**src/rtl/ibuf_loader_if.sv**
```systemverilog
// Stream-in and buffer-write-port interfaces used by the input buffer loader.
// The stream carries one word per valid/ready beat; the write port is a one-cycle strobe with no backpressure.

interface ibuf_stream_if #(
    parameter int DW = 64
) ();
    logic          in_valid;
    logic [DW-1:0] in_data;
    logic          in_ready;

    modport master (output in_valid, output in_data, input  in_ready);
    modport slave  (input  in_valid, input  in_data, output in_ready);
endinterface

interface ibuf_wr_if #(
    parameter int AW = 11,
    parameter int DW = 64
) ();
    logic          mem_write_req;
    logic [AW-1:0] mem_write_addr;
    logic [DW-1:0] mem_write_data;

    modport master (output mem_write_req, output mem_write_addr, output mem_write_data);
    modport slave  (input  mem_write_req, input  mem_write_addr, input  mem_write_data);
endinterface

```
**src/rtl/ibuf_loader.sv**
```systemverilog
// Input buffer loader: turns a valid/ready word stream into sequential buffer writes from a base address.
// Define IBUF_LOADER_PERF_EN to build the stall_cycles starvation counter; otherwise it is tied to 0.

module ibuf_loader #(
    parameter int MEM_DATA_WIDTH = 64,
    parameter int BUF_ADDR_WIDTH = 10,
    parameter int BUF_ID_W       = 1,
    parameter int MEM_ADDR_WIDTH = BUF_ADDR_WIDTH + BUF_ID_W,
    parameter int CNT_W          = MEM_ADDR_WIDTH + 1,
    parameter int PERF_W         = 16
) (
    input  logic                      clk,
    input  logic                      reset,
    input  logic                      start,
    input  logic [MEM_ADDR_WIDTH-1:0] base_addr,
    input  logic [CNT_W-1:0]          num_words,
    input  logic                      abort,
    ibuf_stream_if.slave              in_s,
    ibuf_wr_if.master                 wr,
    output logic                      busy,
    output logic                      done,
    output logic [PERF_W-1:0]         stall_cycles
);

    // state | meaning
    // IDLE  | waiting for start
    // LOAD  | accepting stream words, one write per beat
    // DONE  | one-cycle completion, done pulses here
    typedef enum logic [1:0] {IDLE, LOAD, DONE} state_t;

    state_t                    state;
    logic [MEM_ADDR_WIDTH-1:0] cur_addr;
    logic [CNT_W-1:0]          remaining;
    logic                      ready;
    logic                      beat;
    logic                      start_ok;

    assign ready         = (state == LOAD) && (remaining != '0) && !abort;
    assign in_s.in_ready = ready;
    assign beat          = in_s.in_valid && ready;
    assign start_ok      = (state == IDLE) && start;

    always_ff @(posedge clk or negedge reset) begin
        if (!reset) begin
            state             <= IDLE;
            cur_addr          <= '0;
            remaining         <= '0;
            busy              <= 1'b0;
            done              <= 1'b0;
            wr.mem_write_req  <= 1'b0;
            wr.mem_write_addr <= '0;
            wr.mem_write_data <= '0;
        end else begin
            wr.mem_write_req <= 1'b0;
            done             <= 1'b0;
            case (state)
                IDLE: begin
                    if (start) begin
                        cur_addr  <= base_addr;
                        remaining <= num_words;
                        busy      <= 1'b1;
                        if (num_words != '0) begin
                            state <= LOAD;
                        end else begin
                            state <= DONE;
                            done  <= 1'b1;
                        end
                    end
                end
                LOAD: begin
                    if (abort) begin
                        state <= IDLE;
                        busy  <= 1'b0;
                    end else if (beat) begin
                        wr.mem_write_req  <= 1'b1;
                        wr.mem_write_addr <= cur_addr;
                        wr.mem_write_data <= in_s.in_data;
                        cur_addr          <= cur_addr + MEM_ADDR_WIDTH'(1);
                        remaining         <= remaining - CNT_W'(1);
                        // last word: completion pulse lines up with its write
                        if (remaining == CNT_W'(1)) begin
                            state <= DONE;
                            done  <= 1'b1;
                        end
                    end
                end
                DONE: begin
                    state <= IDLE;
                    busy  <= 1'b0;
                end
                default: begin
                    state <= IDLE;
                    busy  <= 1'b0;
                end
            endcase
        end
    end

`ifdef IBUF_LOADER_PERF_EN
    always_ff @(posedge clk or negedge reset) begin
        if (!reset) begin
            stall_cycles <= '0;
        end else if (start_ok) begin
            stall_cycles <= '0;
        end else if ((state == LOAD) && (remaining != '0) && !in_s.in_valid
                     && (stall_cycles != {PERF_W{1'b1}})) begin
            stall_cycles <= stall_cycles + PERF_W'(1);
        end
    end
`else
    assign stall_cycles = '0;
`endif

endmodule

```
**src/flat_wrapper.sv**
```systemverilog
// flat-port wrapper written by rule: the top's interface ports become plain ports
module ibuf_loader_flat 
#(
    parameter int MEM_DATA_WIDTH = 64,
    parameter int BUF_ADDR_WIDTH = 10,
    parameter int BUF_ID_W       = 1,
    parameter int MEM_ADDR_WIDTH = BUF_ADDR_WIDTH + BUF_ID_W,
    parameter int CNT_W          = MEM_ADDR_WIDTH + 1,
    parameter int PERF_W         = 16
)
  (clk, reset, start, base_addr, num_words, abort, busy, done, stall_cycles, in_s_in_valid, in_s_in_data, in_s_in_ready, wr_mem_write_req, wr_mem_write_addr, wr_mem_write_data);
  ibuf_stream_if #(.DW((64))) in_s_i ();
  ibuf_wr_if #(.AW((11)), .DW((64))) wr_i ();
  input  logic clk;
  input  logic reset;
  input  logic start;
  input  logic [MEM_ADDR_WIDTH-1:0] base_addr;
  input  logic [CNT_W-1:0] num_words;
  input  logic abort;
  output logic busy;
  output logic done;
  output logic [PERF_W-1:0] stall_cycles;
  input wire logic [$bits(in_s_i.in_valid)-1:0] in_s_in_valid;
  input wire logic [$bits(in_s_i.in_data)-1:0] in_s_in_data;
  output wire logic [$bits(in_s_i.in_ready)-1:0] in_s_in_ready;
  output wire logic [$bits(wr_i.mem_write_req)-1:0] wr_mem_write_req;
  output wire logic [$bits(wr_i.mem_write_addr)-1:0] wr_mem_write_addr;
  output wire logic [$bits(wr_i.mem_write_data)-1:0] wr_mem_write_data;
  assign in_s_i.in_valid = in_s_in_valid;
  assign in_s_i.in_data = in_s_in_data;
  assign in_s_in_ready = in_s_i.in_ready;
  assign wr_mem_write_req = wr_i.mem_write_req;
  assign wr_mem_write_addr = wr_i.mem_write_addr;
  assign wr_mem_write_data = wr_i.mem_write_data;
  ibuf_loader #(.MEM_DATA_WIDTH(MEM_DATA_WIDTH), .BUF_ADDR_WIDTH(BUF_ADDR_WIDTH), .BUF_ID_W(BUF_ID_W), .MEM_ADDR_WIDTH(MEM_ADDR_WIDTH), .CNT_W(CNT_W), .PERF_W(PERF_W)) u_core (.clk(clk), .reset(reset), .start(start), .base_addr(base_addr), .num_words(num_words), .abort(abort), .in_s(in_s_i), .wr(wr_i), .busy(busy), .done(done), .stall_cycles(stall_cycles));
endmodule
```
**config.mk**
```make
export PLATFORM = sky130hd
export DESIGN_NAME = ibuf_loader_flat
export DESIGN_NICKNAME = d
export VERILOG_FILES = /design/src/rtl/ibuf_loader_if.sv /design/src/rtl/ibuf_loader.sv /design/src/flat_wrapper.sv
export SDC_FILE = /design/constraint.sdc
export NUM_CORES = 1
export LEC_CHECK = 0
export BUFFER_PORTS_ARGS = -buffer_cell sky130_fd_sc_hd__buf_2
export CORE_UTILIZATION = 50
export CTS_BUF_LIST = sky130_fd_sc_hd__clkbuf_4
export CTS_CLUSTER_SIZE = 25
export DETAILED_ROUTE_END_ITERATION = 8
export PLACE_DENSITY = 0.91
export SLEW_MARGIN = 20
export SYNTH_ARGS = -nofsm -noshare
export SYNTH_HDL_FRONTEND = slang
export SYNTH_SLANG_ARGS = --single-unit
export TNS_END_PERCENT = 50
```
**constraint.sdc**
```tcl
create_clock -name clk -period 2.25 [get_ports clk]
set_input_delay 0.45 -clock clk [delete_from_list [all_inputs] [get_ports clk]]
set_output_delay 0.45 -clock clk [all_outputs]
set_load 0.1 [all_outputs]
```
# Yosys cells after proc, flatten, opt, wreduce, memory -nomap -nowiden

Cells that the tools add are included.

Bits in registers: 103
Bits of input ports: 92
Output and inout bits: 95
Logic and storage cells: 57

$add $sub $neg: 2
Equal/unequal tests: 8
Multiplexer cells: 26
Bitwise operators: 1
Reductions and logical operators: 12

Operators by type and width:

| cell                                                                     | count |
|---|---|
| 12-bit two-way mux                                                       | 3 |
| 11-bit two-way mux                                                       | 3 |
| 12-bit one-hot mux with 2 select lines                                   | 1 |
| 12-bit nonzero test                                                      | 2 |
| 11-bit one-hot mux with 2 select lines                                   | 1 |
| 12-bit by 1-bit == test with 1-bit output (second input constant)        | 1 |
| 12-bit by 1-bit subtractor with 12-bit output (second input constant)    | 1 |
| 11-bit by 1-bit adder with 11-bit output (second input constant)         | 1 |
| 1-bit two-way mux                                                        | 10 |
| 2-bit two-way mux                                                        | 5 |
| 2-bit inequality test (second input constant)                            | 3 |
| 3-bit AND reduction                                                      | 2 |
| 1-bit one-hot mux with 2 select lines                                    | 2 |
| 2-bit one-hot mux with 2 select lines                                    | 1 |
| 4-bit AND reduction                                                      | 1 |
| 1-bit logical AND                                                        | 3 |
| 3-bit by 2-bit inequality test with 1-bit output (second input constant) | 1 |
| 3-bit inequality test (second input constant)                            | 1 |
| 2-bit by 1-bit == test with 1-bit output (second input constant)         | 1 |
| 2-bit logical NOT                                                        | 1 |
| 2-bit by 1-bit inequality test with 1-bit output (second input constant) | 1 |
| 2-bit AND reduction                                                      | 1 |
| 2-bit nonzero test                                                       | 1 |
| 1-bit logical NOT                                                        | 1 |
| 1-bit inverter                                                           | 1 |

# Logic depth before layout (Yosys ltp)

Depth in word-level cells: 7
Gate-level depth with buffers: 8
Depth with buffers taken out: 6

# Worst setup path after synthesis

No wires, ideal clock.

Kind: register to output
From: reg u_core.state[0]
To: out in_s_in_ready
Data arrival time: 3.296 ns
Required time: 1.800 ns
Path slack: -1.496 ns
Stages on the path, launching flop included: 5
Path buffers: 2
Path through: dfrtp_1 -> buf_1 -> nand2b_1 -> clkbuf_1 -> a311oi_1

Word-level cells in the longest chain between the ends: 3

RTL lines:

| what                                     | RTL line           | text |
|---|---|---|
| start, declared                          | ibuf_loader.sv:31  | `state_t state;` |
| start signal, assigned                   | ibuf_loader.sv:45  | `state <= IDLE;` |
| start signal, assigned                   | ibuf_loader.sv:63  | `state <= LOAD;` |
| start signal, assigned                   | ibuf_loader.sv:65  | `state <= DONE;` |
| 2-bit by 1-bit == test with 1-bit output | ibuf_loader.sv:38  | `assign ready = (state == LOAD) && (remaining != '0) && !abort;` |
| 1-bit logical AND (2 in series)          | ibuf_loader.sv:38  |  |
| end, declared                            | flat_wrapper.sv:25 | `output wire logic [$bits(in_s_i.in_ready)-1:0] in_s_in_ready;` |

Every way passes these cells.

# Final worst setup path

From: reg u_core.remaining[4]
To: out in_s_in_ready

Word-level cells in the longest chain between the ends: 3

RTL lines:

| what                            | RTL line          | text |
|---|---|---|
| start, declared                 | ibuf_loader.sv:33 | `logic [CNT_W-1:0] remaining;` |
| start signal, assigned          | ibuf_loader.sv:60 | `remaining <= num_words;` |
| start signal, assigned          | ibuf_loader.sv:79 | `remaining <= remaining - CNT_W'(1);` |
| 12-bit nonzero test             | ibuf_loader.sv:38 |  |
| 1-bit logical AND (2 in series) | ibuf_loader.sv:38 |  |

Every way passes these cells.

==> flow_results.org <==
** Outcome
- The flow ran to the end, and the final reports show no timing, DRC or antenna violations.

** Final layout
- Multi-input gate area :: 0.001986 sq mm
- FILL cells :: 686
- Post-route cell area :: 0.005993 sq mm
- Fin nets :: 655
- The library cells used most frequently in the layout, excluding fill and tap cells, are sky130_fd_sc_hd__buf_2, sky130_fd_sc_hd__dfrtp_1, sky130_fd_sc_hd__mux2_1.
- For this run, the share of the core covered by cells in the final layout is 64.86%.
- The post-route netlist has 46.02% of its cells at a drive strength greater than 1.
- Relative to the synthesized area, the layout overhead comes to 25.13%.
- Area taken by flip-flops and latches :: 0.002579 sq mm
- The number of antenna diodes in the final layout is 0.
- Leaving out fill and tap cells, the most frequent cell in the layout is sky130_fd_sc_hd__buf_2.

** Yosys
- Among all flip-flop cells after synthesis, the most frequent one is sky130_fd_sc_hd__dfrtp_1.
- In this run the cell area of the synthesized design comes to 0.004790 sq mm.
- The number of different library cells used by synthesis comes to 51.
- Synth area leaders :: sky130_fd_sc_hd__dfrtp_1, sky130_fd_sc_hd__mux2_1, sky130_fd_sc_hd__mux2_2, sky130_fd_sc_hd__buf_4, sky130_fd_sc_hd__a2bb2oi_1
- Synth Register Bits :: 103
- Counting every instance in the synthesized netlist gives 386.
- Sequential element share of the synthesized area :: 53.81%
- Counting flops with a built-in enable in the synthesized netlist gives 0.
- For this run, the number of Yosys warnings is 0.
- The share of synthesized area in the top cell type comes to 53.81%.
- After synthesis, the mean cell area works out to 12.41 sq um.
- In the synthesized netlist the async set-or-reset flop fraction comes to 100.0%.
- Library cell occupying the most area in the post-synthesis netlist :: sky130_fd_sc_hd__dfrtp_1

** Global routing
- Initial antenna violation count :: 0
- Entering global routing, the biggest net connects 52 pins.
- Vias in the first global route :: 3552
- Global routing used 22.58% of the available tracks.
- The first global-routing pass estimated 17.60 mm of wire.
- Summed over all layers, the global routing overflow is 0.

** Clock network
- After clock tree synthesis, the clock-pin slew on the worst setup and hold paths is 0.17 ns.
- Maximum clock insertion buffer count :: 2
- Buffers inserted during clock tree synthesis total 9.
- The root buffer cell chosen for the clock tree is sky130_fd_sc_hd__clkbuf_4.
- CTS tree :: done
- The H-tree generated during clock tree synthesis spans 3 levels.
- CTS sink count :: 103
- At the later pin of the worst-skew pair, clock insertion delay measures 0.45 ns.

** Worst setup path
- The largest individual stage delay along the critical path comes from the cell sky130_fd_sc_hd__dfrtp_2.
- The endpoint identified for the worst register-to-register timing path is u_core.wr.mem_write_data[62].
- The critical path is of the flop to primary output type.
- Crit end category :: primary output
- Kind of cell adding the most delay to the critical path :: flip-flops
- In this run the worst setup path begins at u_core.remaining[4].
- Counting buffers and inverters, the worst setup path is 4 cells deep.
- The worst setup path is launched from a flop.
- In this design, the stage delay of the slowest critical-path cell is 0.49 ns.
- Critical path buffers and inverters :: 2
- Of all nets on the critical path, the largest fanout is 7.
- Worst reg-to-reg path cell count :: 5
- At the worst endpoint, the required time is 1.80 ns.
- The worst register-to-register path begins at u_core.remaining[4].
- Crit path cell chain :: nor4_4 > buf_4 > a311oi_4 > buf_12
- In this run the register-to-register setup slack is 0.23 ns.
- Capture point of the critical path :: in_s_in_ready
- Arrival time of the worst setup path :: 1.74 ns

** Detailed routing
- Wires add up to 11.34 mm.
- Routed Antenna Nets :: 0
- Remaining design rule violation count :: 0
- Routed vias/inst :: 5.395
- Number of optimization iterations in the first detailed-route pass :: 7
- DRC marker count from the first detailed-route iteration :: 172
- Average wire per standard cell :: 16.34 um
- Vias post-DR :: 3744

** Floorplanning
- In this run the count of I/O pins placed on the die edge is 187.
- The initialized floorplan defines 35 standard-cell rows.
- Starting utilization of the core area :: 51.83%
- Measured along the x axis, the die boundary spans 99.88 um.
- Die outline height :: 99.88 um
- The core region is 0.009240 sq mm.
- The floorplan step defined a die boundary enclosing 0.009975 sq mm.

** STA
- For the pin with the worst max-slew slack, the measured transition is 0.6643 ns.
- Adding up every negative setup slack in the final design gives 0 ns.
- Final worst-path cycle share :: 97.53%
- Final Critical Period :: 2.194 ns
- Setup-failing EPs final :: 0
- Across all hold checks on the routed design, the worst slack comes to 0.003787 ns.
- Setup repair after global routing could not meet its margin everywhere.
- Clock skew :: 0.01752 ns
- Slew margin rel. :: 55.71%
- The count of pins over their slew limit is 0.
- Timing would allow up to 455.7 MHz.
- The number of hold violations in the final report is 0.

** Pwr
- Power consumption :: 9160 uW
- IR analysis of the VDD net gives a maximum drop of 0.8852 mV.
- Per report_power, the clock group accounts for 9.9% of the total.
- In this run the power spent charging and discharging nets is 5385 uW.
- Combinational share of power :: 58.6%
- Power density over the cells :: 1528 mW/mm^2
- In this run switching power makes up 58.79% of total power.
- In this run the static leakage power is 0.002835 uW.
- Cell internal power was estimated by the tool at 3775 uW.
- Sequential cells burn 31.5% of the power.

** Placement
- In this run the cell area measured after placement is 0.005804 sq mm.
- Total of buffers placed on input and output ports :: 170
- The congestion estimate from routability-driven global placement came to 0.8381.
- Detailed placement ended at an HPWL of 8.436 mm.

** Min path
- Classification of the worst-slack hold path :: input pin to async pin

** Flow run
- Across the run, the number of max-cap violations was 0.
## worst register-to-register path: cells and delay by family (launching register included)
kind | cells | cell delay (ns)
muxes | 1 | 0.38
and+or+nand+nor | 3 | 0.80
buffers and inverters | 1 | 0.25
DFF | 1 | 0.49
## metal layers
metal	track usage [%]	part of all wire, %
met5	0	0
met4	6.448	1.6
met3	4.944	7.5
met2	38.94	51
met1	28.66	40
## state kept, by name, indices dropped and copies added (netlist names)
signal,flops
u_core.wr.mem_write_req,1
u_core.wr.mem_write_addr,11
u_core.busy,1
u_core.done,1
u_core.remaining,12
u_core.state,2
u_core.wr.mem_write_data,64
u_core.cur_addr,11
## worst min-delay path by stage
stage | startpoint | end | slack [ns] | cells past startpoint
final | reset | u_core.wr.mem_write_data[46] | 0.004 | 1
after detailed placement | u_core.wr.mem_write_data[28] | u_core.wr.mem_write_data[28] | 0.48 | 1
after CTS | reset | u_core.wr.mem_write_data[46] | 0.01 | 1
after global routing | reset | u_core.wr.mem_write_data[46] | 0.03 | 1
after global placement | u_core.wr.mem_write_data[40] | u_core.wr.mem_write_data[40] | 0.47 | 1
after floorplan | reset | u_core.busy | 0.15 | 0
## synth_stat cells (4+ instances only)
cell type and n:
sky130_fd_sc_hd__nand4_1 5, sky130_fd_sc_hd__nor4_1 5, sky130_fd_sc_hd__a21oi_1 9, sky130_fd_sc_hd__and3_1 4, sky130_fd_sc_hd__dfrtp_1 103, sky130_fd_sc_hd__buf_1 4, sky130_fd_sc_hd__a211oi_1 10, sky130_fd_sc_hd__buf_4 20
sky130_fd_sc_hd__nor2_1 13, sky130_fd_sc_hd__o22ai_1 9, sky130_fd_sc_hd__inv_1 8, sky130_fd_sc_hd__mux2_1 39, sky130_fd_sc_hd__a2bb2oi_1 15, sky130_fd_sc_hd__clkbuf_1 14, sky130_fd_sc_hd__nand2_1 15, sky130_fd_sc_hd__mux2_2 37
sky130_fd_sc_hd__nand3_1 10, sky130_fd_sc_hd__o21ai_0 8, sky130_fd_sc_hd__a221oi_1 11, sky130_fd_sc_hd__buf_8 5
## what timing repair did
| action | 4_1_cts | 5_1_grt |
|---|---|---|
| buffers inserted | 4 | 1 |
| pin swaps | 1 | 0 |
| setup endpoints to repair | 1 | 1 |
| gates resized for setup | 1 | 4 |
| hold buffers | 0 | 0 |
## through the flow
stage,cells,setup WS [ns]
global placement,673,0.2659
detailed placement,673,0.1695
floorplan,401,-0.01678
CTS,693,0.01549
global route,694,-0.02570
finish,694,0.05560
## power groups by stage
stage	registers (uW)	logic [uW]	clock network, uW
2_1_floorplan	6100	1150	0
3_3_place_gp	2880	5220	0
3_5_place_dp	2930	5290	0
4_1_cts	2870	5350	936
5_1_grt	2960	5550	993
6_report	2890	5370	908
## cell families after synthesis
logic type      share of synthesized area [%]
compound gates                          11.76
fa+ha+maj                              0.7838
buf+inv                                 6.949
flops                                   53.81
mux                                     18.08
other cells                           0.07829
simple gates                            8.542
## layout make-up
cell class              count  share of cell area [%]
clock inverters             7                   1.106
flip-flops and latches    103                   43.03
clock buffers               9                   1.127
well taps                 129                   2.693
repair buffers            193                   18.41
multi-input cells         245                   33.13
inverters                   8                  0.5010
Power figures use the tool's default switching activity.
